### config.mk
export PLATFORM = sky130hd
export DESIGN_NAME = ring_johnson_counter_flat
export DESIGN_NICKNAME = d
export VERILOG_FILES = /design/src/rtl/ring_johnson_counter_if.sv /design/src/rtl/ring_johnson_counter.sv /design/src/flat_wrapper.sv
export SDC_FILE = /design/constraint.sdc
export NUM_CORES = 1
export LEC_CHECK = 0
export ABC_AREA = 1
export CAP_MARGIN = 25
export CORE_UTILIZATION = 31
export DETAILED_ROUTE_END_ITERATION = 8
export PLACE_DENSITY = 0.57
export SYNTH_ARGS = -nofsm -noshare
export SYNTH_HDL_FRONTEND = slang
export SYNTH_SLANG_ARGS = --single-unit
### constraint.sdc
create_clock -name clk -period 6.1 [get_ports clk]
set_clock_uncertainty 0.1 [all_clocks]
set_input_delay 1.83 -clock clk [delete_from_list [all_inputs] [get_ports clk]]
set_output_delay 1.83 -clock clk [all_outputs]
set_load 0.03 [all_outputs]
### src/rtl/ring_johnson_counter_if.sv
// Control and status bundle for the ring/Johnson counter.
// The master drives the step, mode, direction and load controls; the slave returns the counter state and pulses.
interface ring_johnson_counter_if #(
    parameter int WIDTH = 4
);
    localparam int PW = $clog2(2 * WIDTH);

    logic             en;
    logic             mode;
    logic             dir;
    logic             load;
    logic [WIDTH-1:0] load_val;
    logic [WIDTH-1:0] count;
    logic [PW-1:0]    pos;
    logic             wrap;
    logic             illegal;
    logic             Q;
    logic             Q_bar;

    modport master (
        output en, mode, dir, load, load_val,
        input  count, pos, wrap, illegal, Q, Q_bar
    );

    modport slave (
        input  en, mode, dir, load, load_val,
        output count, pos, wrap, illegal, Q, Q_bar
    );
endinterface

### src/rtl/ring_johnson_counter.sv
// One-hot ring or twisted-ring (Johnson) shift counter with parallel load,
// illegal-state correction, phase index, wrap pulse and a registered serial tap.
module ring_johnson_counter #(
    parameter int WIDTH        = 4,
    parameter bit SELF_CORRECT = 1'b1
) (
    input  logic                  clk,
    input  logic                  reset,
    ring_johnson_counter_if.slave cnt_if
);
    localparam int PW = $clog2(2 * WIDTH);

    logic [WIDTH-1:0] count_q, count_d;
    logic             mode_q, mode_d;
    logic             q_q, q_d;
    logic             wrap_q, wrap_d;
    logic             illegal_q, illegal_d;

    logic             legal_s;
    logic [PW-1:0]    pos_s;
    logic [WIDTH-1:0] step_s;
    logic [PW-1:0]    step_pos_s;
    logic [PW-1:0]    last_pos_s;

    function automatic logic [WIDTH-1:0] reset_pattern(input logic m);
        if (m == 1'b1) begin
            return '0;
        end else begin
            return WIDTH'(1);
        end
    endfunction

    // Johnson states are a run of ones hugging bit0 (low mask) or bit W-1 (complement is a low mask).
    function automatic logic is_legal(input logic m, input logic [WIDTH-1:0] v);
        logic [WIDTH-1:0] nv;
        int               ones;
        nv   = ~v;
        ones = $countones(v);
        if (m == 1'b0) begin
            return (ones == 32'sd1);
        end else begin
            return ((v & (v + WIDTH'(1))) == '0) || ((nv & (nv + WIDTH'(1))) == '0);
        end
    endfunction

    function automatic logic [PW-1:0] phase(input logic m, input logic [WIDTH-1:0] v);
        int idx;
        int ones;
        idx  = 0;
        ones = $countones(v);
        if (!is_legal(m, v)) begin
            idx = 0;
        end else if (m == 1'b0) begin
            for (int i = 0; i < WIDTH; i++) begin
                if (v[i]) begin
                    idx = i;
                end else begin
                    idx = idx;
                end
            end
        end else if (v == '0) begin
            idx = 0;
        end else if (v[0]) begin
            idx = ones;
        end else begin
            idx = 2 * WIDTH - ones;
        end
        return PW'(idx);
    endfunction

    function automatic logic [WIDTH-1:0] rotate(input logic m, input logic d, input logic [WIDTH-1:0] v);
        logic in_bit;
        if (d == 1'b0) begin
            in_bit = m ? ~v[WIDTH-1] : v[WIDTH-1];
            return {v[WIDTH-2:0], in_bit};
        end else begin
            in_bit = m ? ~v[0] : v[0];
            return {in_bit, v[WIDTH-1:1]};
        end
    endfunction

    // Decode the current state and the candidate rotated state.
    always_comb begin
        legal_s    = is_legal(mode_q, count_q);
        pos_s      = phase(mode_q, count_q);
        step_s     = rotate(mode_q, cnt_if.dir, count_q);
        step_pos_s = phase(mode_q, step_s);
        last_pos_s = mode_q ? PW'(2 * WIDTH - 1) : PW'(WIDTH - 1);
    end

    // Next-state selection: mode change > load > step > hold.
    always_comb begin
        count_d   = count_q;
        mode_d    = mode_q;
        q_d       = q_q;
        wrap_d    = 1'b0;
        illegal_d = 1'b0;
        if (cnt_if.mode != mode_q) begin
            mode_d  = cnt_if.mode;
            count_d = reset_pattern(cnt_if.mode);
        end else if (cnt_if.load) begin
            count_d = cnt_if.load_val;
        end else if (cnt_if.en) begin
            if (SELF_CORRECT && !legal_s) begin
                count_d   = reset_pattern(mode_q);
                illegal_d = 1'b1;
                q_d       = 1'b0;
            end else begin
                count_d = step_s;
                q_d     = cnt_if.dir ? count_q[0] : count_q[WIDTH-1];
                wrap_d  = cnt_if.dir ? ((pos_s == '0) && (step_pos_s == last_pos_s))
                                     : ((pos_s == last_pos_s) && (step_pos_s == '0));
            end
        end else begin
            count_d = count_q;
        end
    end

    // State and pulse registers with synchronous reset.
    always_ff @(posedge clk) begin
        if (reset) begin
            count_q   <= reset_pattern(cnt_if.mode);
            mode_q    <= cnt_if.mode;
            q_q       <= 1'b0;
            wrap_q    <= 1'b0;
            illegal_q <= 1'b0;
        end else begin
            count_q   <= count_d;
            mode_q    <= mode_d;
            q_q       <= q_d;
            wrap_q    <= wrap_d;
            illegal_q <= illegal_d;
        end
    end

    assign cnt_if.count   = count_q;
    assign cnt_if.pos     = pos_s;
    assign cnt_if.wrap    = wrap_q;
    assign cnt_if.illegal = illegal_q;
    assign cnt_if.Q       = q_q;
    assign cnt_if.Q_bar   = ~q_q;
endmodule

### src/flat_wrapper.sv
// flat-port wrapper written by rule: the top's interface ports become plain ports
module ring_johnson_counter_flat 
#(
    parameter int WIDTH        = 4,
    parameter bit SELF_CORRECT = 1'b1
)
  (clk, reset, cnt_if_en, cnt_if_mode, cnt_if_dir, cnt_if_load, cnt_if_load_val, cnt_if_count, cnt_if_pos, cnt_if_wrap, cnt_if_illegal, cnt_if_Q, cnt_if_Q_bar);
  ring_johnson_counter_if #(.WIDTH(WIDTH)) cnt_if_i ();
  input  logic clk;
  input  logic reset;
  input wire logic [$bits(cnt_if_i.en)-1:0] cnt_if_en;
  input wire logic [$bits(cnt_if_i.mode)-1:0] cnt_if_mode;
  input wire logic [$bits(cnt_if_i.dir)-1:0] cnt_if_dir;
  input wire logic [$bits(cnt_if_i.load)-1:0] cnt_if_load;
  input wire logic [$bits(cnt_if_i.load_val)-1:0] cnt_if_load_val;
  output wire logic [$bits(cnt_if_i.count)-1:0] cnt_if_count;
  output wire logic [$bits(cnt_if_i.pos)-1:0] cnt_if_pos;
  output wire logic [$bits(cnt_if_i.wrap)-1:0] cnt_if_wrap;
  output wire logic [$bits(cnt_if_i.illegal)-1:0] cnt_if_illegal;
  output wire logic [$bits(cnt_if_i.Q)-1:0] cnt_if_Q;
  output wire logic [$bits(cnt_if_i.Q_bar)-1:0] cnt_if_Q_bar;
  assign cnt_if_i.en = cnt_if_en;
  assign cnt_if_i.mode = cnt_if_mode;
  assign cnt_if_i.dir = cnt_if_dir;
  assign cnt_if_i.load = cnt_if_load;
  assign cnt_if_i.load_val = cnt_if_load_val;
  assign cnt_if_count = cnt_if_i.count;
  assign cnt_if_pos = cnt_if_i.pos;
  assign cnt_if_wrap = cnt_if_i.wrap;
  assign cnt_if_illegal = cnt_if_i.illegal;
  assign cnt_if_Q = cnt_if_i.Q;
  assign cnt_if_Q_bar = cnt_if_i.Q_bar;
  ring_johnson_counter #(.WIDTH(WIDTH), .SELF_CORRECT(SELF_CORRECT)) u_core (.clk(clk), .reset(reset), .cnt_if(cnt_if_i));
endmodule
Word-level counts from Yosys, hierarchy flattened
Cells that the tools add are included.
- bits in registers: 8
- input port bits: 10
- output and inout bits: 11
- word-level logic and storage cells: 85
- $add $sub $neg: 12
- eq/ne operators: 5
- muxes and demuxes: 33
- bitwise gates (word level): 13
- reduce and logical (&&, ||, !) cells: 17
- operator list (cell ; number):
    equality test 32 x 2 -> 1 bit (second input constant) ; 2
    two-way mux 3 bit ; 9
    logical NOT 4 bit ; 6
    two-way mux 4 bit ; 6
    adder 4 x 1 -> 4 bit (second input constant) ; 4
    AND 4 bit ; 4
    two-way mux 1 bit ; 14
    adder 1 x 1 -> 2 bit ; 4
    two-way mux 2 bit ; 4
    NOT 4 bit ; 2
    NOT 1 bit ; 7
    adder 2 x 2 -> 3 bit ; 2
    equality test 3 bit ; 2
    logical NOT 3 bit ; 2
    subtractor 1 x 3 -> 3 bit (first input constant) ; 2
    OR reduction 5 bit ; 1
    nonzero test 4 bit ; 1
    OR reduction 4 bit ; 1
    AND reduction 3 bit ; 1
    logical AND 1 bit ; 2
    logical OR 1 bit ; 2
    nonzero test 2 bit ; 1
    != test 1 bit ; 1

Depth between registers and ports, before layout
- word-level depth: 13
- mapped depth: 21
- depth with buffers taken out: 21

Least setup slack after synthesis
OpenSTA, ideal clock, no wires.
- path type: reg2out
- start: register u_core.count_q[0], in the netlist u_core.cnt_if.count[0]
- end: output port cnt_if_pos[2]
- arrival time: 2767 ps
- data required time: 4170 ps
- setup slack: 1403 ps
- stages on the path, launching flop included: 10
- buffers on the path: 0
- path through: edfxtp_1 -> fa_1 -> ha_1 -> ha_1 -> inv_1 -> ha_1 -> inv_1 -> o21ai_0 -> nand2_1 -> nor3_2
- longest elaborated chain between the ends: 7
- elaborated cells between the ends (all ways): 18
- classes of those cells: add/sub: 5; eq/ne: 1; mux: 5; bitwise: 3; reduce/logical: 4
- RTL lines (what ; RTL line ; source):
    start: declaration ; ring_johnson_counter.sv:13 ; logic [WIDTH-1:0] count_q, count_d;
    start signal: assignment ; ring_johnson_counter.sv:122 ; count_q <= reset_pattern(cnt_if.mode);
    start signal: assignment ; ring_johnson_counter.sv:128 ; count_q <= count_d;
    adder 1 x 1 -> 2 bit (implied by the code) or NOT 4 bit (tied branches) ; ring_johnson_counter.sv:38, ring_johnson_counter.sv:50, ring_johnson_counter.sv:37 ;
    adder 2 x 2 -> 3 bit (implied by the code) or adder 4 x 1 -> 4 bit (tied branches) ; ring_johnson_counter.sv:50, ring_johnson_counter.sv:42 ;
    subtractor 1 x 3 -> 3 bit or AND 4 bit (tied branches) ; ring_johnson_counter.sv:66, ring_johnson_counter.sv:42 ;
    two-way mux 3 bit or logical NOT 4 bit (tied branches) ; ring_johnson_counter.sv:63, ring_johnson_counter.sv:42 ;
    two-way mux 3 bit or logical OR 1 bit (tied branches) ; ring_johnson_counter.sv:61, ring_johnson_counter.sv:42 ;
    two-way mux 3 bit or two-way mux 1 bit (tied branches) ; ring_johnson_counter.sv:53, ring_johnson_counter.sv:39 ;
    two-way mux 3 bit (*) ; ring_johnson_counter.sv:51 ; if (!is_legal(m, v)) begin
    end: declaration ; flat_wrapper.sv:17 ; output wire logic [$bits(cnt_if_i.pos)-1:0] cnt_if_pos;
Every way passes the cells marked *; elsewhere a longest branch is shown, timed or not.

Worst setup path after layout
Same ends and word-level chain as after synthesis.

==> results.toml <==
[synthesis]
synth-compound-area-share_pct = 10.4
synth.yosys.seq_area_share_pct = 18.9
postSynthCellCount = 181
ys_ff_latch = 8
synth_simple_gate_area_share_pct = 38.0
synth_warnings = 0
synthMuxAreaShare_pct = 0
avgSynthCellArea_um2 = 6.15
synth-xor-area-share_pct = 1.57
synth_fa_ha_area_share_pct = 21.6
synth_top_family_by_area = "simple AND/OR/NAND/NOR gates"
synthesis.nets = 209
synth_cell_types = 20
synth_area_um2 = 1110

[power_and_ir_drop]
clkPwrFrac_pct = 14.9
swShare_pct = 47.0
power-per-cell-area_nw_per_um2 = 214
power_mw = 0.297
seq_power_share_pct = 24.5
p_sw_mw = 0.139
max-vdd-ir-drop_mv = 0.0751
combPwrFrac_pct = 60.6
p_leak_nw = 0.698
intPower_mw = 0.157

[job]
cap_viol_max_count = 0

[clock_tree]
cts_setup_buffers = 0
cts_tree = "yes"
postCtsHoldBufs = 0
htree_levels = 1
cts_sinks = 8
cts_root_buf = "clkbuf_4"
insertion_delay_ns = 0.26
cts.repair.resized = 0
numCtsBuffers = 3
clk_pin_slew_worst_paths_ns = 0.05
cts.path.max_buffers = 2

[timing]
fin_crit_sh_pct = 90.2
worst_slew_pin_slew_ns = 0.518
finalSetupViolations = 0
finalHoldViolations = 0
max_slew_margin_pct = 65.3
hold_ws_ns = 0.400
finalSetupTns_ns = 0
max_freq_ghz = 0.182
min_period_ns = 5.50
rsz0062_at_grt = "no"
final_max_slew_viol_count = 0

[route]
drtAntennaViolNets = 0
drtIter0Drc = 69
first_pass_iters = 6
wirelength_um = 2720
routedWlPerCell_um = 10.9
viasPerCell = 4.56
via_count = 1136
route.detailed.drc = 0

[floorplanning]
rows = 21
fp.dieH_um = 61.9
fp.coreArea_um2 = 3390
ios = 21
initial_utilization_pct = 32.9
die_area_um2 = 3840
die_w_um = 61.9

[critical_path]
critPathArrivalTime_ns = 3.57
cp-start-kind = "register"
endpoint_kind = "output pin"
cp-startpoint = "u_core.cnt_if.count[0]$_DFFE_PP_"
critPathMaxStageDelay_ns = 0.72
cp_slowest_cell = "clkdlybuf4s50_1"
worstSetupEndpoint = "cnt_if_pos[2]"
crit_path_frequent_cell = "ha_1"
r2r_end = "u_core.cnt_if.wrap$_SDFF_PP0_"
r2r_start = "u_core.mode_q$_DFFE_PP_"
cp_cell_sequence = "fa_1 > ha_1 > ha_1 > inv_1 > ha_1 > inv_1 > o21ai_0 > nand2_1 > nor3_2 > clkdlybuf4s50_1"
reg2reg_depth = 17
cp_data_required_time_ns = 4.17
critPathMaxFanout = 12
critPathKind = "register to output pin"
r2r_slack_ns = 2.82

[global_route]
antenna_found_initial = 0
grt_pass1_wl_um = 4390
grt_max_degree = 16
grt_pass1_vias = 985
grt.total_usage_pct = 15.5
grt_overflow = 0

[finish]
nFillCells = 367
final_util_pct = 40.9
drive_gt1_share_pct = 3.45
multiInputGateArea_um2 = 797
insertedDiodeCount = 0
fin_nets = 232
design_area_um2 = 1390
regArea_um2 = 210
synthToLayoutAreaGrowth_pct = 24.4

[min_path]
min_path_type = "register to register"

[placed_design]
portBuffers = 20
gp_congestion = 0.810
placed_cell_area_um2 = 1360
dpl.hpwl_um = 2220

[outcome]
status = "completed"
layout make-up:
type / count / area share, %
Timing Repair Buffer: 20 / 14.5
Inverter: 25 / 6.78
Tap cell: 46 / 4.16
Sequential cell: 8 / 15.2
Multi-Input combinational cell: 146 / 57.5
Clock buffer: 4 / 1.90
how the worst min path moves through the flow:
| stage | start | endpoint | slack [ns] | depth (start not counted) |
|---|---|---|---|---|
| floorplan | u_core.cnt_if.Q$_SDFFE_PP0P_ | u_core.cnt_if.Q$_SDFFE_PP0P_ | 0.49 | 2 |
| global placement | u_core.cnt_if.Q$_SDFFE_PP0P_ | u_core.cnt_if.Q$_SDFFE_PP0P_ | 0.38 | 2 |
| detailed placement | u_core.cnt_if.Q$_SDFFE_PP0P_ | u_core.cnt_if.Q$_SDFFE_PP0P_ | 0.39 | 2 |
| CTS | u_core.cnt_if.Q$_SDFFE_PP0P_ | u_core.cnt_if.Q$_SDFFE_PP0P_ | 0.41 | 2 |
| global route | u_core.cnt_if.Q$_SDFFE_PP0P_ | u_core.cnt_if.Q$_SDFFE_PP0P_ | 0.43 | 2 |
| finish | u_core.cnt_if.Q$_SDFFE_PP0P_ | u_core.cnt_if.Q$_SDFFE_PP0P_ | 0.40 | 2 |
placed cells by master, fill, tap and decap left out:
cell             instances
nand2_1                 65
inv_1                   23
clkdlybuf4s50_1         20
nor2_1                  19
nand3_1                 17
ha_1                    16
o21ai_0                 11
a21oi_1                  6
edfxtp_1                 5
o21ai_1                  3
clkbuf_4                 3
dfxtp_1                  3
inv_2                    2
xnor2_1                  2
fa_1                     2
nor3_2                   1
a41oi_1                  1
nand2_2                  1
o21bai_1                 1
nand4_1                  1
clkbuf_1                 1
metrics by stage:
stage | std cells | setup WS [ns]
finish | 249 | 0.597
floorplan | 181 | 1.40
global route | 249 | 0.307
CTS | 249 | 0.590
detailed placement | 245 | 0.872
global placement | 245 | 0.834
cell families (layout without fill, tap and decap cells):
logic type / count (synthesis) / in the layout
AO/OA/AOI/OAI: 22 / 22
XOR/XNOR: 2 / 2
adder cells (fa/ha/maj): 18 / 18
buffers and inverters: 27 / 49
flip-flops: 8 / 8
AND/OR/NAND/NOR: 104 / 104
cells in the mapped netlist:
master / instances / area (µm²)
fa_1: 2 / 40.0
o21ai_0: 11 / 55.1
nand2_2: 1 / 6.26
nand2_1: 65 / 244
buf_2: 1 / 5.00
a21oi_1: 6 / 30.0
inv_2: 2 / 7.51
nor3_2: 1 / 10.0
nand3_1: 17 / 85.1
nor2_1: 19 / 71.3
inv_1: 23 / 86.3
xnor2_1: 2 / 17.5
ha_1: 16 / 200
nand4_1: 1 / 6.26
dfxtp_1: 3 / 60.1
a41oi_1: 1 / 8.76
buf_4: 1 / 7.51
o21bai_1: 1 / 7.51
edfxtp_1: 5 / 150
o21ai_1: 3 / 15.0
flip-flops by register name, indices dropped and copies added, names as in the netlist:
signal,flops
u_core.cnt_if.Q,1
u_core.cnt_if.count,4
u_core.cnt_if.illegal,1
u_core.cnt_if.wrap,1
u_core.mode_q,1
power by group through the flow:
| stage | clock network, mW | registers (mW) | logic (mW) |
|---|---|---|---|
| 6_report | 0.0442 | 0.0728 | 0.180 |
| 5_1_grt | 0.0484 | 0.0739 | 0.209 |
| 4_1_cts | 0.0444 | 0.0731 | 0.180 |
| 3_5_place_dp | 0 | 0.0742 | 0.180 |
| 3_3_place_gp | 0 | 0.0743 | 0.179 |
| 2_1_floorplan | 0 | 0.0763 | 0.127 |
metal layers:
layer	GRT usage [%]	part of all wire, %
met2	24.3	45
met5	0	0
met3	3.11	3.1
met4	3.17	0
met1	22.0	52
critical path, delay by kind of cell, from the launching register on:
kind,cells,cell delay [ns]
buffers and inverters,3,0.84
AO/OA/AOI/OAI,1,0.31
adder cells (fa/ha/maj),4,1.17
AND/OR/NAND/NOR,2,0.41
flip-flops,1,0.58
(Power assumes the default switching activity.)
